$ cat src/rtl/exp_seq_unit.sv
// exp_seq_unit: sequential e^x engine. Range reduction into an integer part and
// NFSEG fractional segments, multiplied together on one shared MWxMW multiplier.
module exp_seq_unit #(
    parameter int XW    = 17,
    parameter int FW    = 12,
    parameter int SEGW  = 4,
    parameter int NFSEG = 3,
    parameter int MW    = 16,
    parameter int EW    = 6,
    parameter int XLIM  = 10
) (
    input  logic          clk,
    input  logic          rst_n,
    input  logic          in_valid,
    output logic          in_ready,
    input  logic [XW-1:0] x,
    output logic          out_valid,
    input  logic          out_ready,
    output logic [MW-1:0] out_mant,
    output logic [EW-1:0] out_exp,
    output logic          out_sat
);

    localparam int NINT = 2 * XLIM + 1;
    localparam int IW   = $clog2(NINT);
    localparam int NSEG = 1 << SEGW;
    localparam int KW   = (NFSEG > 1) ? $clog2(NFSEG) : 1;
    localparam logic signed [XW-1:0] XMAX = XW'(XLIM * (1 << FW));
    localparam logic signed [XW-1:0] XMIN = -XMAX;

    // Normalise a positive real to {exp, mant} with mant in [2^(MW-1), 2^MW).
    function automatic logic [EW+MW-1:0] encode(input real y);
        real m;
        real sc;
        int  e;
        int  q;
        m  = y;
        e  = 0;
        sc = 1.0;
        for (int i = 0; i < 128; i++) begin
            if (m >= 2.0) begin
                m = m / 2.0;
                e++;
            end else if (m < 1.0) begin
                m = m * 2.0;
                e--;
            end
        end
        for (int i = 0; i < MW - 1; i++) sc = sc * 2.0;
        q = $rtoi(m * sc + 0.5);
        if (q >= (1 << MW)) begin
            q = 1 << (MW - 1);
            e++;
        end
        return {EW'(e), MW'(q)};
    endfunction

    function automatic logic [EW+MW-1:0] seg_entry(input int k, input int f);
        real v;
        v = real'(f);
        for (int i = 0; i < SEGW * (k + 1); i++) v = v / 2.0;
        return encode($exp(v));
    endfunction

    logic [EW+MW-1:0] int_tab [NINT];
    logic [EW+MW-1:0] seg_tab [NFSEG*NSEG];

    for (genvar i = 0; i < NINT; i++) begin : g_int
        assign int_tab[i] = encode($exp(real'(i - XLIM)));
    end
    for (genvar k = 0; k < NFSEG; k++) begin : g_seg_k
        for (genvar f = 0; f < NSEG; f++) begin : g_seg_f
            assign seg_tab[k*NSEG+f] = seg_entry(k, f);
        end
    end

    typedef enum logic [1:0] {IDLE, INT, MUL, DONE} state_t;

    state_t                state;
    logic signed [XW-1:0]  xc;
    logic                  sat;
    logic [FW-1:0]         frac;
    logic [KW-1:0]         seg;
    logic [MW-1:0]         acc_mant;
    logic [EW-1:0]         acc_exp;

    logic signed [XW-1:0]  x_s;
    logic signed [XW-1:0]  xc_next;
    logic                  clamp;
    logic [IW-1:0]         int_idx;
    logic [SEGW-1:0]       field;
    logic [MW-1:0]         m_k;
    logic [EW-1:0]         e_k;
    logic [2*MW-1:0]       prod;
    logic [MW-1:0]         hi;
    logic                  rbit;
    logic                  bump;
    logic [MW:0]           rnd;
    logic                  ovf;
    logic [MW-1:0]         mant_nx;
    logic [EW-1:0]         exp_nx;
    logic                  unused_lsbs;

    assign in_ready = (state == IDLE) || (state == DONE && out_ready);

    assign x_s     = $signed(x);
    assign clamp   = (x_s > XMAX) || (x_s < XMIN);
    assign xc_next = (x_s > XMAX) ? XMAX : ((x_s < XMIN) ? XMIN : x_s);

    // Arithmetic floor of xc: the integer field is already two's complement.
    assign int_idx = IW'($signed(xc[XW-1:FW]) + XLIM);

    assign field        = frac[FW-1 -: SEGW];
    assign {e_k, m_k}   = seg_tab[{seg, field}];
    assign prod         = {{MW{1'b0}}, acc_mant} * {{MW{1'b0}}, m_k};
    assign unused_lsbs  = ^prod[MW-3:0];

    always_comb begin
        hi   = '0;
        rbit = 1'b0;
        bump = 1'b0;
        if (prod[2*MW-1]) begin
            hi   = prod[2*MW-1:MW];
            rbit = prod[MW-1];
            bump = 1'b1;
        end else begin
            hi   = prod[2*MW-2:MW-1];
            rbit = prod[MW-2];
        end
        rnd     = {1'b0, hi} + {{MW{1'b0}}, rbit};
        ovf     = rnd[MW];
        mant_nx = ovf ? {1'b1, {(MW-1){1'b0}}} : rnd[MW-1:0];
        exp_nx  = acc_exp + e_k + {{(EW-1){1'b0}}, bump} + {{(EW-1){1'b0}}, ovf};
    end

    always_ff @(posedge clk or negedge rst_n) begin
        if (!rst_n) begin
            state     <= IDLE;
            xc        <= '0;
            sat       <= 1'b0;
            frac      <= '0;
            seg       <= '0;
            acc_mant  <= '0;
            acc_exp   <= '0;
            out_valid <= 1'b0;
            out_mant  <= '0;
            out_exp   <= '0;
            out_sat   <= 1'b0;
        end else begin
            case (state)
                IDLE: begin
                    if (in_valid) begin
                        xc    <= xc_next;
                        sat   <= clamp;
                        state <= INT;
                    end
                end
                INT: begin
                    {acc_exp, acc_mant} <= int_tab[int_idx];
                    frac  <= xc[FW-1:0];
                    seg   <= '0;
                    state <= MUL;
                end
                MUL: begin
                    acc_mant <= mant_nx;
                    acc_exp  <= exp_nx;
                    frac     <= frac << SEGW;
                    seg      <= seg + 1'b1;
                    if (seg == KW'(NFSEG - 1)) begin
                        state     <= DONE;
                        out_valid <= 1'b1;
                        out_mant  <= mant_nx;
                        out_exp   <= exp_nx;
                        out_sat   <= sat;
                    end
                end
                DONE: begin
                    if (out_ready) begin
                        out_valid <= 1'b0;
                        if (in_valid) begin
                            xc    <= xc_next;
                            sat   <= clamp;
                            state <= INT;
                        end else begin
                            state <= IDLE;
                        end
                    end
                end
                default: state <= IDLE;
            endcase
        end
    end

endmodule
$ cat config.mk
export PLATFORM = sky130hd
export DESIGN_NAME = exp_seq_unit
export DESIGN_NICKNAME = d
export VERILOG_FILES = /design/src/rtl/exp_seq_unit.sv
export SDC_FILE = /design/constraint.sdc
export NUM_CORES = 1
export LEC_CHECK = 0
export ABC_CLOCK_PERIOD_IN_PS = 17600
export BUFFER_PORTS_ARGS = -buffer_cell sky130_fd_sc_hd__buf_2
export CAP_MARGIN = 30
export CELL_PAD_IN_SITES_DETAIL_PLACEMENT = 2
export CELL_PAD_IN_SITES_GLOBAL_PLACEMENT = 2
export CORE_MARGIN = 2
export CORE_UTILIZATION = 30
export CTS_CLUSTER_DIAMETER = 50
export DETAILED_ROUTE_END_ITERATION = 8
export PLACE_DENSITY = 0.7
export RECOVER_POWER = 50
export SLEW_MARGIN = 20
export SYNTH_ARGS = -nofsm -noshare
export SYNTH_HDL_FRONTEND = slang
export SYNTH_SLANG_ARGS = --single-unit
$ cat constraint.sdc
create_clock -name clk -period 17.6 [get_ports clk]
set_input_delay 3.52 -clock clk [delete_from_list [all_inputs] [get_ports clk]]
set_output_delay 3.52 -clock clk [all_outputs]
set_load 0.01 [all_outputs]
# Word level (Yosys, flattened, before mapping)
# Memories as Yosys holds them, arrays and structs flattened.
# Index checks and enable logic that the tools add are counted.
# word_totals
wordCells	72
memories	2
out_inout_bits	25
in_bits	21
reg_bits	80
mem_bits_ro	2112
# memory_table
name	depth	width	rd	rd_ports_with_merged_regs	wr	line_no	text
(no name shown)	64	22	1	0	0	114	assign {e_k, m_k} = seg_tab[{seg, field}];
(no name shown)	32	22	1	0	0	159	{acc_exp, acc_mant} <= int_tab[int_idx];
# op_classes
bitwise	2
n_mul	1
n_reduce_logical	11
order_cmp	4
muxes	28
n_addsub	6
n_eq_ne	7
# op_table
op	count
$mux 22	4
$mux 17	4
$pmux 17 s2	1
$mul 16x16->32	1
$mux 16	2
$pmux 16 s2	1
$pmux 12 s2	1
$add 16x1->17	1
$gt 17x17->1 const B	1
$lt 17x17->1 const B	1
$add 6x1->6	2
$pmux 6 s2	1
$pmux 2 s4	1
$ge 7x7->1 const B	1
$mux 1	7
$not 6->7	1
$add 6x6->6	1
$eq 2x2->1 const B	3
$ge 6x6->1 const B	1
$mux 2	3
$ne 2x2->1 const B	3
$not 5->6	1
$reduce_and 3->1	2
$reduce_bool 2->1	3
9 further kinds	12

# Depth between registers and ports, before layout
# depth
ltp_word	9
ltp_mapped	47
ltp_nobuf	43

# Worst setup path after synthesis
# OpenSTA, ideal clock, no wires.
# synth_timing
path_type	register -> register
from	reg frac[8]
to	reg acc_exp[4]
arrival_ns	9.981
setup_slack_ns	7.483
t_required_ns	17.465
period_less_slack_ns	10.117
path_stages_with_launch	44
path_cell_list	dfrtp_1 -> buf_2 -> inv_1 -> ha_1 -> nand2_1 -> a21boi_0 -> o21ai_0 -> nor2_1 -> o21ai_0 -> o21ai_1 -> clkbuf_1 -> nand2_1 -> fa_1 -> fa_1 -> inv_1 -> fa_1 -> fa_1 -> fa_1 -> [... 8 more ...] -> and3_1 -> a2111o_1 -> nand3_1 -> clkbuf_1 -> o21ai_0 -> ha_1 -> ha_1 -> and3_1 -> and4_1 -> nand3_1 -> inv_2 -> fa_1 -> nand2_1 -> fa_1 -> nor2b_1 -> nand2_1 -> o21ai_0 -> a21oi_1
# synth_via
elab_chain_cells	9
# synth_rtl
element	line_no	text
start: declaration	82	logic [FW-1:0] frac;
start signal: assignment	160	frac <= xc[FW-1:0];
start signal: assignment	167	frac <= frac << SEGW;
$not 6->7 (implied by the code) (*)	114	
$mem_v2 64x22 (*)	n/a	
$mux 22 (implied by the code) (*) (2 in series)	114	
$mul 16x16->32	115	assign prod = {{MW{1'b0}}, acc_mant} * {{MW{1'b0}}, m_k};
$mux 16 or $mux 1 (tied branches)	122	if (prod[2*MW-1]) begin
$add 16x1->17 or $add 6x1->6 (tied branches)	130, 133	
$add 6x1->6 (*)	133	exp_nx = acc_exp + e_k + {{(EW-1){1'b0}}, bump} + {{(EW-1){1'b0}}, ovf};
$pmux 6 s2 (*)	150	case (state)
end signal: assignment	159	
end signal: assignment	166	acc_exp <= exp_nx;
end: declaration	85	logic [EW-1:0] acc_exp;
# Mark *: on every way between the ends. The rest lies on a longest branch, timed or not. The select of a mux whose other input is x is not followed.
# A chain may end at the register's enable or synchronous reset.

# Worst setup path in the final report
# Same ends and word-level chain as after synthesis.

==> impl_results.md <==
* Final Hold Fails at 0
* Reg2reg path depth at 37
* Nature of the critical path startpoint: flip-flop
* Top_reg_cell synth: dfrtp_1
* Hold buffers post-CTS at 0
* Post-synthesis net count at 2066
* Crit path to: acc_exp[4]
* CP Class: reg2reg
* Crit Path Max Fanout at 27
* Final HPWL DP at 39600 µm
* Crit path time final at 11420 ps
* Worst Clk Skew at 10.0 ps
* Initial antenna violation count at 1
* First-pass GRT wire length at 78900 µm
* Syn Inst Count at 1722
* Largest net degree at the start of global routing at 60
* Remaining Overflow, GRT at 0
* Total CTS buffers at 9
* CTS tree: done
* Crit. Startpoint: frac[8]
* Layout area overhead at 7.88%
* Die Span Y at 224 µm
* Max_slew headroom at -125%
* Clock tree buffer depth at 2
* Unique cell type count in the Yosys netlist at 92
* EDFF count, synth at 0
* Synth Area per Inst at 8.42 µm²
* Top-count cell post-synth: inv_1
* Failing checks: max-capacitance violations, max-slew violations
* Slew Limit Fails at 143
* Main area contributors after synthesis: fa_1 (27%), dfrtp_1 (14%), ha_1 (11%)
* Fin nets at 2062
* Sequential cell area fraction in the yosys report at 13.8%
* Slew @ Worst Pin at 3380 ps
* Unrepaired setup endpoints after global routing: no
* Post-Route WL at 49700 µm
* Crit path largest cell delay at 730 ps
* Cts repair resizes at 0
* CTS Sinks at 80
* Vias at 12215
* Die Footprint at 50100 µm²
* Critical path arrival at 11580 ps
* Site Rows at 80
* TritonRoute pass-1 iters at 4
* Clock Latency Late Sink at 360 ps
* WL/cell at 21.3 µm
* Root Driver: clkbuf_16
* IO Pins at 46
* Worst path slowest cell: a22o_1
* Worst-path clk slew at 60 ps
* H-tree depth at 3
* Setup Total Neg Slack at 0 ps
* R2R Path Start: frac[8]
* CP Data Required Time at 17760 ps
* Final period utilization at 64.9%
* DRT antenna net count at 0
* Core ar. at 47700 µm²
* Number of global-route vias before repair at 13939
* Mapped cell area at 14500 µm²
* Port Buffer Count at 45
* Post CTS Setup Buffer Count at 0
* Die X at 224 µm
* Outcome: finished, violations left
* Worst reg2reg setup slack at 6180 ps
* Drt initial violations at 447
* Hold WC Path Type: reg2reg
* Max cap viols at 3
* DRC Markers at 0
* Initial Utilization at 30.4%
* Setup violators final at 0
* Placer Congestion at 0.840
* Crit. End Element: flip-flop
* FF-to-FF End: acc_exp[4]
* Yosys reg bits at 80
* Synth area leader: fa_1
* Gr usage total at 20.2%
* Top cells by count, synth: inv_1 (276), nand2_1 (232), fa_1 (195)
* Ratio of cells with drive above 1 in the final layout at 7.26%
* Most frequent CP cell: fa_1
* Fmax at 87.6 MHz
* Async set or reset register ratio after synthesis at 100%
* Synth Warn # at 0
* Vias per inst at 5.22
* Yosys top cell area share at 26.9%
==> worst min path at each step <==
stage / cells past startpoint / startpoint / to
after floorplan: 2 / sat / sat
after CTS: 2 / out_mant[12] / out_mant[12]
after global routing: 1 / out_mant[6] / out_mant[6]
final: 2 / out_mant[12] / out_mant[12]
after global placement: 2 / out_mant[12] / out_mant[12]
after detailed placement: 2 / out_mant[12] / out_mant[12]
==> layout make-up <==
type	count	area, µm²
fill	5432	32100
multi-input combinational	1276	11100
sequential	80	2000
inverter	278	1040
tap	615	769
timing repair buffer	73	432
clock buffer	10	229
clock inverter	4	47.5
antenna	2	5.00
==> state kept, by name, indices dropped and copies added (netlist names), 2 cells and up <==
| signal | cells |
|---|---|
| acc_exp | 6 |
| acc_mant | 16 |
| xc | 17 |
| state | 2 |
| frac | 12 |
| out_exp | 6 |
| seg | 2 |
| out_mant | 16 |
==> cells in the final DEF, fill, tap and decap left out, types with 4 or more instances in the layout <==
| master | n |
|---|---|
| nand4_1 | 9 |
| o21a_1 | 6 |
| fa_1 | 195 |
| o21ai_0 | 74 |
| buf_4 | 21 |
| o31ai_1 | 8 |
| and4_1 | 10 |
| a221oi_1 | 7 |
| a211oi_1 | 10 |
| nor2b_1 | 17 |
| nand2b_1 | 14 |
| a311oi_1 | 4 |
| o221ai_1 | 4 |
| a31oi_1 | 12 |
| mux2_2 | 10 |
| a21o_1 | 11 |
| ha_1 | 128 |
| nor2_1 | 92 |
| a21boi_0 | 4 |
| clkbuf_1 | 8 |
| a31o_2 | 5 |
| nor3_1 | 18 |
| dfrtp_1 | 80 |
| and2_1 | 97 |
| xnor2_1 | 21 |
| nand2_1 | 232 |
| o211ai_1 | 8 |
| mux2i_1 | 18 |
| xor2_1 | 12 |
| and3_1 | 16 |
| a22o_1 | 15 |
| inv_1 | 276 |
| a21oi_1 | 95 |
| clkbuf_16 | 9 |
| nand3_1 | 26 |
| buf_2 | 42 |
| o21bai_1 | 7 |
| a22oi_1 | 5 |
==> layer usage <==
| metal | up-vias | global-route usage, % | wire length [µm] |
|---|---|---|---|
| met2 | 159 | 36.2 | 25100 |
| met3 | 39 | 1.53 | 1110 |
| met5 | - | 0 | 0 |
| met4 | 0 | 4.54 | 946 |
| met1 | 6406 | 26.7 | 22600 |
| li1 | 5611 | - | - |
==> per-stage QoR <==
stage | hold WS [ps] | worst slack [ps] | cells | cell area (µm²) | utilization (%)
after floorplan | 459 | 7480 | 1722 | 14500 | -
after global placement | 463 | 6650 | 2317 | 15300 | 32.1
after detailed placement | 479 | 6340 | 2320 | 15400 | 32.2
after CTS | 495 | 6280 | 2334 | 15700 | 32.8
after global routing | 519 | 5240 | 2336 | 15600 | 32.8
final | 486 | 6180 | 2338 | 15600 | 32.8
==> critical path: cells and delay by family, from the launching register on <==
family	cells	cell delay, ps
fa+ha+maj	12	5430
flops	1	620
buf+inv	6	800
compound gates	9	2650
simple gates	10	1680
==> cells by family after synthesis <==
logic type | after synthesis | synth area share, %
simple gates | 562 | 19.0
buf+inv | 366 | 9.63
compound gates | 325 | 15.0
fa+ha+maj | 323 | 38.0
flops | 80 | 13.8
xor+xnor | 35 | 2.22
mux | 31 | 2.41
Power is left out: the tool's default activity adds up to more than one toggle a clock period on the data nets, which glitch-free logic cannot reach.
